===== src/rtl/oled_display_driver.sv =====
// SPI driver for a 96x64 SSD1331-class RGB565 OLED: power-up, init command ROM, then continuous
// frame streaming with pixels pulled from upstream through pixel_index / pixel_data.
module oled_display_driver #(
  parameter int unsigned RST_LOW_CYCLES  = 32,
  parameter int unsigned RST_HIGH_CYCLES = 32,
  parameter int unsigned VCC_WAIT_CYCLES = 625000,
  parameter int unsigned NUM_PIXELS      = 6144
) (
  input  logic        clk,
  input  logic        reset,
  input  logic [15:0] pixel_data,
  output logic [12:0] pixel_index,
  output logic        frame_begin,
  output logic        sending_pixels,
  output logic        sample_pixel,
  output logic        cs,
  output logic        sdin,
  output logic        sclk,
  output logic        d_cn,
  output logic        resn,
  output logic        vccen,
  output logic        pmoden
);

  localparam int unsigned MaxRst  = (RST_LOW_CYCLES > RST_HIGH_CYCLES) ? RST_LOW_CYCLES
                                                                       : RST_HIGH_CYCLES;
  localparam int unsigned MaxWait = (MaxRst > VCC_WAIT_CYCLES) ? MaxRst : VCC_WAIT_CYCLES;
  localparam int unsigned CntW    = (MaxWait < 2) ? 1 : $clog2(MaxWait);

  // Command ROM layout: init sequence, display-on, then the per-frame window command.
  localparam logic [5:0]  InitLast   = 6'd35;
  localparam logic [5:0]  DispOnIdx  = 6'd36;
  localparam logic [5:0]  FrameFirst = 6'd37;
  localparam logic [5:0]  FrameLast  = 6'd42;
  localparam logic [12:0] LastPixel  = 13'(NUM_PIXELS - 1);

  typedef enum logic [3:0] {
    StPwrOn, StRstRel, StInit, StVccWait, StDispOn, StFrameGap, StFrameCmd, StPixStart, StPixels
  } state_e;

  function automatic logic [7:0] rom_byte(input logic [5:0] idx);
    logic [7:0] b;
    case (idx)
      6'd0:  b = 8'hAE;  6'd1:  b = 8'hA0;  6'd2:  b = 8'h72;  6'd3:  b = 8'hA1;
      6'd4:  b = 8'h00;  6'd5:  b = 8'hA2;  6'd6:  b = 8'h00;  6'd7:  b = 8'hA4;
      6'd8:  b = 8'hA8;  6'd9:  b = 8'h3F;  6'd10: b = 8'hAD;  6'd11: b = 8'h8E;
      6'd12: b = 8'hB0;  6'd13: b = 8'h0B;  6'd14: b = 8'hB1;  6'd15: b = 8'h31;
      6'd16: b = 8'hB3;  6'd17: b = 8'hF0;  6'd18: b = 8'h8A;  6'd19: b = 8'h64;
      6'd20: b = 8'h8B;  6'd21: b = 8'h78;  6'd22: b = 8'h8C;  6'd23: b = 8'h64;
      6'd24: b = 8'hBB;  6'd25: b = 8'h3A;  6'd26: b = 8'hBE;  6'd27: b = 8'h3E;
      6'd28: b = 8'h87;  6'd29: b = 8'h06;  6'd30: b = 8'h81;  6'd31: b = 8'h91;
      6'd32: b = 8'h82;  6'd33: b = 8'h50;  6'd34: b = 8'h83;  6'd35: b = 8'h7D;
      6'd36: b = 8'hAF;
      6'd37: b = 8'h15;  6'd38: b = 8'h00;  6'd39: b = 8'h5F;  6'd40: b = 8'h75;
      6'd41: b = 8'h00;  6'd42: b = 8'h3F;
      default: b = 8'h00;
    endcase
    return b;
  endfunction

  state_e          state_q, state_d;
  logic [CntW-1:0] cnt_q, cnt_d;
  logic [4:0]      ph_q, ph_d;
  logic [15:0]     sh_q, sh_d;
  logic [5:0]      byte_idx_q, byte_idx_d;
  logic [12:0]     pix_idx_q, pix_idx_d;
  logic            resn_q, resn_d;
  logic            vccen_q, vccen_d;
  logic            pmoden_q, pmoden_d;
  logic [12:0]     next_pix;

  assign next_pix = (pix_idx_q == LastPixel) ? 13'd0 : pix_idx_q + 13'd1;

  always_comb begin
    state_d    = state_q;
    cnt_d      = cnt_q;
    ph_d       = ph_q;
    sh_d       = sh_q;
    byte_idx_d = byte_idx_q;
    pix_idx_d  = pix_idx_q;
    resn_d     = resn_q;
    vccen_d    = vccen_q;
    pmoden_d   = 1'b1;
    case (state_q)
      StPwrOn: begin
        if (cnt_q == CntW'(RST_LOW_CYCLES - 1)) begin
          state_d = StRstRel;
          cnt_d   = '0;
          resn_d  = 1'b1;
        end else begin
          cnt_d = cnt_q + CntW'(1);
        end
      end
      StRstRel: begin
        if (cnt_q == CntW'(RST_HIGH_CYCLES - 1)) begin
          state_d    = StInit;
          byte_idx_d = 6'd0;
          sh_d       = {rom_byte(6'd0), 8'h00};
          ph_d       = '0;
        end else begin
          cnt_d = cnt_q + CntW'(1);
        end
      end
      StInit, StDispOn, StFrameCmd: begin
        if (ph_q[3:0] != 4'hF) begin
          ph_d = ph_q + 5'd1;
          // Shift on the high->low transition so sdin moves with the falling sclk.
          if (ph_q[0]) sh_d = {sh_q[14:0], 1'b0};
        end else begin
          ph_d = '0;
          if (state_q == StInit && byte_idx_q == InitLast) begin
            state_d = StVccWait;
            cnt_d   = '0;
            vccen_d = 1'b1;
          end else if (state_q == StDispOn) begin
            state_d = StFrameGap;
            cnt_d   = '0;
          end else if (state_q == StFrameCmd && byte_idx_q == FrameLast) begin
            state_d = StPixStart;
          end else begin
            byte_idx_d = byte_idx_q + 6'd1;
            sh_d       = {rom_byte(byte_idx_q + 6'd1), 8'h00};
          end
        end
      end
      StVccWait: begin
        if (cnt_q == CntW'(VCC_WAIT_CYCLES - 1)) begin
          state_d    = StDispOn;
          byte_idx_d = DispOnIdx;
          sh_d       = {rom_byte(DispOnIdx), 8'h00};
          ph_d       = '0;
        end else begin
          cnt_d = cnt_q + CntW'(1);
        end
      end
      StFrameGap: begin
        if (cnt_q == CntW'(1)) begin
          state_d    = StFrameCmd;
          byte_idx_d = FrameFirst;
          sh_d       = {rom_byte(FrameFirst), 8'h00};
          ph_d       = '0;
        end else begin
          cnt_d = cnt_q + CntW'(1);
        end
      end
      StPixStart: begin
        state_d   = StPixels;
        sh_d      = pixel_data;
        pix_idx_d = next_pix;
        ph_d      = '0;
      end
      StPixels: begin
        if (ph_q != 5'd31) begin
          ph_d = ph_q + 5'd1;
          if (ph_q[0]) sh_d = {sh_q[14:0], 1'b0};
        end else if (pix_idx_q == 13'd0) begin
          // Index already wrapped: the pixel just finished was the last one of the frame.
          state_d = StFrameGap;
          cnt_d   = '0;
          ph_d    = '0;
        end else begin
          sh_d      = pixel_data;
          pix_idx_d = next_pix;
          ph_d      = '0;
        end
      end
      default: state_d = StPwrOn;
    endcase
  end

  always_comb begin
    cs             = 1'b1;
    sclk           = 1'b1;
    sdin           = 1'b0;
    d_cn           = 1'b0;
    frame_begin    = 1'b0;
    sending_pixels = 1'b0;
    sample_pixel   = 1'b0;
    pixel_index    = 13'd0;
    case (state_q)
      StInit, StDispOn, StFrameCmd: begin
        cs   = 1'b0;
        sclk = ph_q[0];
        sdin = sh_q[15];
      end
      StPixStart: begin
        cs             = 1'b0;
        d_cn           = 1'b1;
        frame_begin    = 1'b1;
        sending_pixels = 1'b1;
        sample_pixel   = 1'b1;
        pixel_index    = pix_idx_q;
      end
      StPixels: begin
        cs             = 1'b0;
        sclk           = ph_q[0];
        sdin           = sh_q[15];
        d_cn           = 1'b1;
        sending_pixels = 1'b1;
        sample_pixel   = (ph_q == 5'd31) && (pix_idx_q != 13'd0);
        pixel_index    = pix_idx_q;
      end
      default: ;
    endcase
  end

  assign resn   = resn_q;
  assign vccen  = vccen_q;
  assign pmoden = pmoden_q;

  always_ff @(posedge clk or negedge reset) begin
    if (!reset) begin
      state_q    <= StPwrOn;
      cnt_q      <= '0;
      ph_q       <= '0;
      sh_q       <= '0;
      byte_idx_q <= '0;
      pix_idx_q  <= '0;
      resn_q     <= 1'b0;
      vccen_q    <= 1'b0;
      pmoden_q   <= 1'b0;
    end else begin
      state_q    <= state_d;
      cnt_q      <= cnt_d;
      ph_q       <= ph_d;
      sh_q       <= sh_d;
      byte_idx_q <= byte_idx_d;
      pix_idx_q  <= pix_idx_d;
      resn_q     <= resn_d;
      vccen_q    <= vccen_d;
      pmoden_q   <= pmoden_d;
    end
  end

endmodule


===== config.mk =====
export PLATFORM = sky130hd
export DESIGN_NAME = oled_display_driver
export DESIGN_NICKNAME = d
export VERILOG_FILES = /design/src/rtl/oled_display_driver.sv
export SDC_FILE = /design/constraint.sdc
export NUM_CORES = 1
export LEC_CHECK = 0
export BUFFER_PORTS_ARGS = -buffer_cell sky130_fd_sc_hd__buf_4
export CORE_ASPECT_RATIO = 1.2
export CORE_MARGIN = 5
export CORE_UTILIZATION = 61
export CTS_CLUSTER_SIZE = 16
export DETAILED_ROUTE_END_ITERATION = 8
export PLACE_DENSITY = 0.81
export SLEW_MARGIN = 20
export SYNTH_ARGS = -nofsm -noshare
export SYNTH_HDL_FRONTEND = slang
export SYNTH_SLANG_ARGS = --single-unit

===== constraint.sdc =====
create_clock -name clk -period 3.5 [get_ports clk]
set_clock_uncertainty 0.1 [all_clocks]
set_input_delay 0.35 -clock clk [delete_from_list [all_inputs] [get_ports clk]]
set_output_delay 0.35 -clock clk [all_outputs]
set_load 0.03 [all_outputs]

Yosys cells after proc, flatten, opt, wreduce, memory -nomap -nowiden --
Memories as Yosys holds them, arrays and structs flattened. Index checks and enable logic that the tools add are counted.
Operators by class: add/sub/neg operators 4, equal/unequal tests 37, mux-type cells 57, bitwise operators 1, reduce and logical (&&, ||, !) cells 22
Operator list (number):
- 2-to-1 mux 20 bit | 9
- 2-to-1 mux 16 bit | 10
- case mux 20 bit (6 select lines) | 1
- case mux 16 bit (6 select lines) | 1
- 2-to-1 mux 13 bit | 4
- 2-to-1 mux 6 bit | 7
- 2-to-1 mux 4 bit | 10
- AND reduction 8 bit | 4
- case mux 5 bit (6 select lines) | 1
- != test 2 bit, second input constant | 14
- case mux 4 bit (7 select lines) | 1
- case mux 13 bit (2 select lines) | 1
- 2-to-1 mux 5 bit | 5
- case mux 6 bit (4 select lines) | 1
- adder 20 x 1 -> 20 bit, second input constant | 1
- == test 20 x 1 -> 1 bit, second input constant | 1
- == test 20 bit, second input constant | 1
- == test 20 x 5 -> 1 bit, second input constant | 1
- == test 4 x 3 -> 1 bit, second input constant | 4
- != test 3 bit, second input constant | 5
- adder 13 x 1 -> 13 bit, second input constant | 1
- == test 13 bit, second input constant | 1
- zero test 13 bit | 1
- nonzero test 13 bit | 1
- 24 further kinds | 35
Storage, ports and cells: register bits 67, bits in read-only memories 512, input bits 18, output and inout bits 23, logic and storage cells 131, memories kept 1
Memories:
- (no name shown) | words 64, bits a word 8, read ports 1, clocked after memory_dff 0, write ports 0, RTL line 43 | case (idx)

Longest topological paths before layout --
depth in word-level cells 7, mapped depth 13

Worst setup path after synthesis --
OpenSTA, ideal clock, no wires.
path type register -> register, from reg ph_q[0], to reg pix_idx_q[6], setup time 124 ps, arrival time 2673 ps, slack 604 ps, cell stages (with the launch flop) 12, buffers on the path 4, clock period less this slack 2896 ps, cell sequence dfrtp_1 ha_1 and3_1 clkbuf_1 clkbuf_1 ha_1 clkbuf_1 nand2_1 o21ai_1 clkbuf_1 nand4_1 xnor2_1
On the way: word-level cells in the longest chain between the ends 3
RTL lines:
- from (decl) | RTL line 63 | logic [4:0] ph_q, ph_d;
- from (signal assigned) | RTL line 225 | ph_q <= ph_d;
- != test 5 bit | RTL line 153 | if (ph_q != 5'd31) begin
- != test 2 bit (no source line)
- AND reduction 3 bit (no source line)
- to (signal assigned) | RTL line 228 | pix_idx_q <= pix_idx_d;
- to (decl) | RTL line 66 | logic [12:0] pix_idx_q, pix_idx_d;
No other way between the ends. A chain may end at the register's enable or synchronous reset.

Final worst setup path --
from reg state_q[1], to out pixel_index[12]
On the way: word-level cells in the longest chain between the ends 3
RTL lines:
- from (decl) | RTL line 61 | state_e state_q, state_d;
- from (signal assigned) | RTL line 213 | state_q <= StPwrOn;
- from (signal assigned) | RTL line 223 | state_q <= state_d;
- == test 4 bit or == test 4 x 3 -> 1 bit (tied branches) | RTL line 180 | case (state_q)
- OR reduction 2 bit (no source line) *
- 2-to-1 mux 13 bit * | RTL line 180
- to (decl) | RTL line 12 | output logic [12:0] pixel_index,
Mark *: on every way between the ends. The rest lies on a longest branch, timed or not.

==> summary.txt <==
Cells and area
  – Area Growth Syn to Fin: 11.4%
  – Nets: 681
  – Antenna Cells: 0
  – FILL cells: 634
  – Post-route cell area: 5690 sq um
  – Share of cells above drive strength 1: 14.5%

Status
  – Status: completed

Timing
  – Pins Over Slew Limit: 0
  – Hold WS: 1.13 ps
  – RSZ-0062 raised after global routing: false
  – Final period util: 89.2%
  – Hold violation total from the final report: 0
  – Worst slew margin: 42.6%
  – Slew @ Worst Pin: 861 ps
  – Peak Freq: 0.320 GHz
  – Fin crit period: 3120 ps
  – Post-route setup TNS: 0 ps
  – Final setup viols: 0

Placement
  – Final GP Congestion: 0.964
  – DP Wirelength: 9.71 mm
  – Port buffer count: 40
  – DP Area: 5490 sq um

Setup path
  – CP Launch Type: flip-flop
  – Critical Path AT: 2670 ps
  – Reg2reg start: state_q[1]$_DFFE_PN0P_
  – Worst EP required: 3050 ps
  – Critical path type: reg -> out
  – CP Max Fanout: 25
  – Reg2reg end: cnt_q[12]$_DFFE_PN0P_
  – R2R Setup Slk: 450 ps
  – Worst-case reg-to-reg path depth: 6
  – Worst setup EP type: primary output

Pwr
  – Tot Pwr: 1460 uW
  – Peak VDD IR: 0.276 mV
  – Static leakage: 0.00232 uW
  – Power Density: 256 nW/um^2

Die
  – Rows: 36
  – Core area: 8150 sq um
  – DIE WIDTH: 93.5 um
  – Die area: 10300 sq um
  – # IOs: 41
  – Die height: 110 um
  – Initial Utilization: 62.6%

Synthesis
  – Synth Flop Type: dfrtp_1
  – Post-synth cell types: 79
  – Asr flop ratio synth: 100%
  – Yosys top cell by area: dfrtp_1
  – EDFF count, synth: 0
  – Synth Register Bits: 67
  – Cells after Synth: 618
  – Ys Warns: 0
  – Syn_nets: 654
  – Top cells by area, synth: dfrtp_1, o21ai_0, ha_1
  – Post-synth top cells: dfrtp_1, o21ai_0, nand2_1
  – Most numerous cell in the Yosys netlist: dfrtp_1
  – Cell Area, Synth: 5100 sq um
  – Post-synth top area share: 32.8%
  – Register area share after synthesis: 32.8%
  – Avg Synthesized Cell Area: 8.26 sq um

Clock tree
  – Hold-fix buffers, CTS: 0
  – Clk sink count: 67
  – Clk slew on worst S/H paths: 70 ps
  – Post-CTS setup buffer count: 0
  – Clk buf depth: 2
  – Num CTS Buffers: 9
  – Root buf cell: clkbuf_8
  – Worst skew pair latency: 360 ps
  – CTS tree: yes
  – H-Tree Level Count: 3
  – CTS resizes: 0

Detailed routing
  – Iteration-0 DRC Markers: 366
  – Routed WL: 13.8 mm
  – DRT Pass-1 Iters: 5
  – Total number of vias: 4855
  – Vias per cell: 6.35
  – DR DRC count: 0
  – Per-cell routed wire length: 18.0 um
  – Antenna-violating nets left: 0

GRT
  – Vias in the first global route: 4554
  – Initial antenna violation count: 0
  – Gr usage total: 28.1%
  – First-pass GRT wire length: 23.1 mm
  – Largest net degree at the start of global routing: 68
  – Global route total overflow: 0

Worst hold path
  – HP Class: in -> async

Flow run
  – Max-Cap Viols: 0
==> per-stage QoR <==
step / std cells / utilization, % / setup slack (ps)
2_1_floorplan: 618 / - / 604
3_3_place_gp: 748 / 67.4 / 695
3_5_place_dp: 748 / 67.4 / 530
4_1_cts: 764 / 69.7 / 418
5_1_grt: 764 / 69.7 / 248
6_report: 764 / 69.7 / 379
==> power by group <==
| group | leakage (uW) | internal [uW] | total [uW] | switching (uW) |
|---|---|---|---|---|
| Clock | 0.0000991 | 345 | 650 | 305 |
| Combinational | 0.00134 | 12.7 | 32.4 | 19.7 |
| Sequential | 0.000883 | 774 | 774 | 0.134 |
| Total | 0.00232 | 1130 | 1460 | 325 |
==> flip-flops by register name, summed over array words and instances, names as in the netlist <==
register and cells:
cnt_q 20, sh_q 16, pix_idx_q 13, byte_idx_q 6, ph_q 5, state_q 4
pmoden 1, resn 1, vccen 1
==> layout by cell type, fill, tap and decap left out, types with 7 or more instances in the layout <==
master and count:
dfrtp_1 67, o21ai_0 65, buf_4 57, nand2_1 55, nand3_1 39, nor2_1 38
a21oi_1 32, o31ai_1 19, ha_1 18, and2_1 16, inv_1 14, nor2b_1 14
and3_1 12, mux2i_1 12, xnor2_1 11, nor3_1 11, nand2b_1 10, a31oi_1 10
clkbuf_8 10, a22oi_1 9, o2bb2ai_1 8, a21o_1 7, xor2_1 7
==> metal layers <==
metal | vias to the layer above | share of wire (%) | global-route usage (%)
li1 | 2342 | - | -
met1 | 2299 | 43 | 37.2
met2 | 174 | 49 | 46.5
met3 | 40 | 5.2 | 4.01
met4 | 0 | 2.9 | 10.9
met5 | - | 0 | 0
==> critical path, cell delays in order, from the launching register on <==
cell     delay, ps
dfrtp_1        650
or4b_1         870
nand2_1        440
and2_1         200
buf_4          160
==> logic make-up (layout without fill, tap and decap cells) <==
| logic type | after synthesis | count (layout) | share of synthesized area [%] |
|---|---|---|---|
| compound gates | 200 | 200 | 25.6 |
| xor+xnor | 19 | 19 | 3.41 |
| fa+ha+maj | 18 | 18 | 4.41 |
| buf+inv | 56 | 88 | 4.71 |
| flops | 67 | 67 | 32.8 |
| mux | 17 | 17 | 3.46 |
| other cells | 1 | 1 | 0.0735 |
| simple gates | 240 | 240 | 25.5 |
==> area by class of cell <==
cell class	instances	area (sq um)	area share (%)
sequential	67	1680	29.5
tap	114	143	2.51
clock buffer	11	141	2.49
timing repair buffer	57	428	7.53
inverter	15	56.3	0.990
multi-input combinational	495	3190	56.1
clock inverter	5	52.6	0.924
==> how the worst max path moves through the flow <==
| stage | end | start | depth (start not counted) |
|---|---|---|---|
| after CTS | pixel_index[12] | state_q[1]$_DFFE_PN0P_ | 4 |
| after global placement | cnt_q[17]$_DFFE_PN0P_ | state_q[1]$_DFFE_PN0P_ | 5 |
| after floorplan | pix_idx_q[6]$_DFFE_PN0P_ | ph_q[0]$_DFFE_PN0P_ | 11 |
| after global routing | pixel_index[12] | state_q[1]$_DFFE_PN0P_ | 4 |
| after detailed placement | cnt_q[12]$_DFFE_PN0P_ | state_q[1]$_DFFE_PN0P_ | 6 |
| final | pixel_index[12] | state_q[1]$_DFFE_PN0P_ | 4 |
No activity file was read; power rests on OpenSTA's default activity.
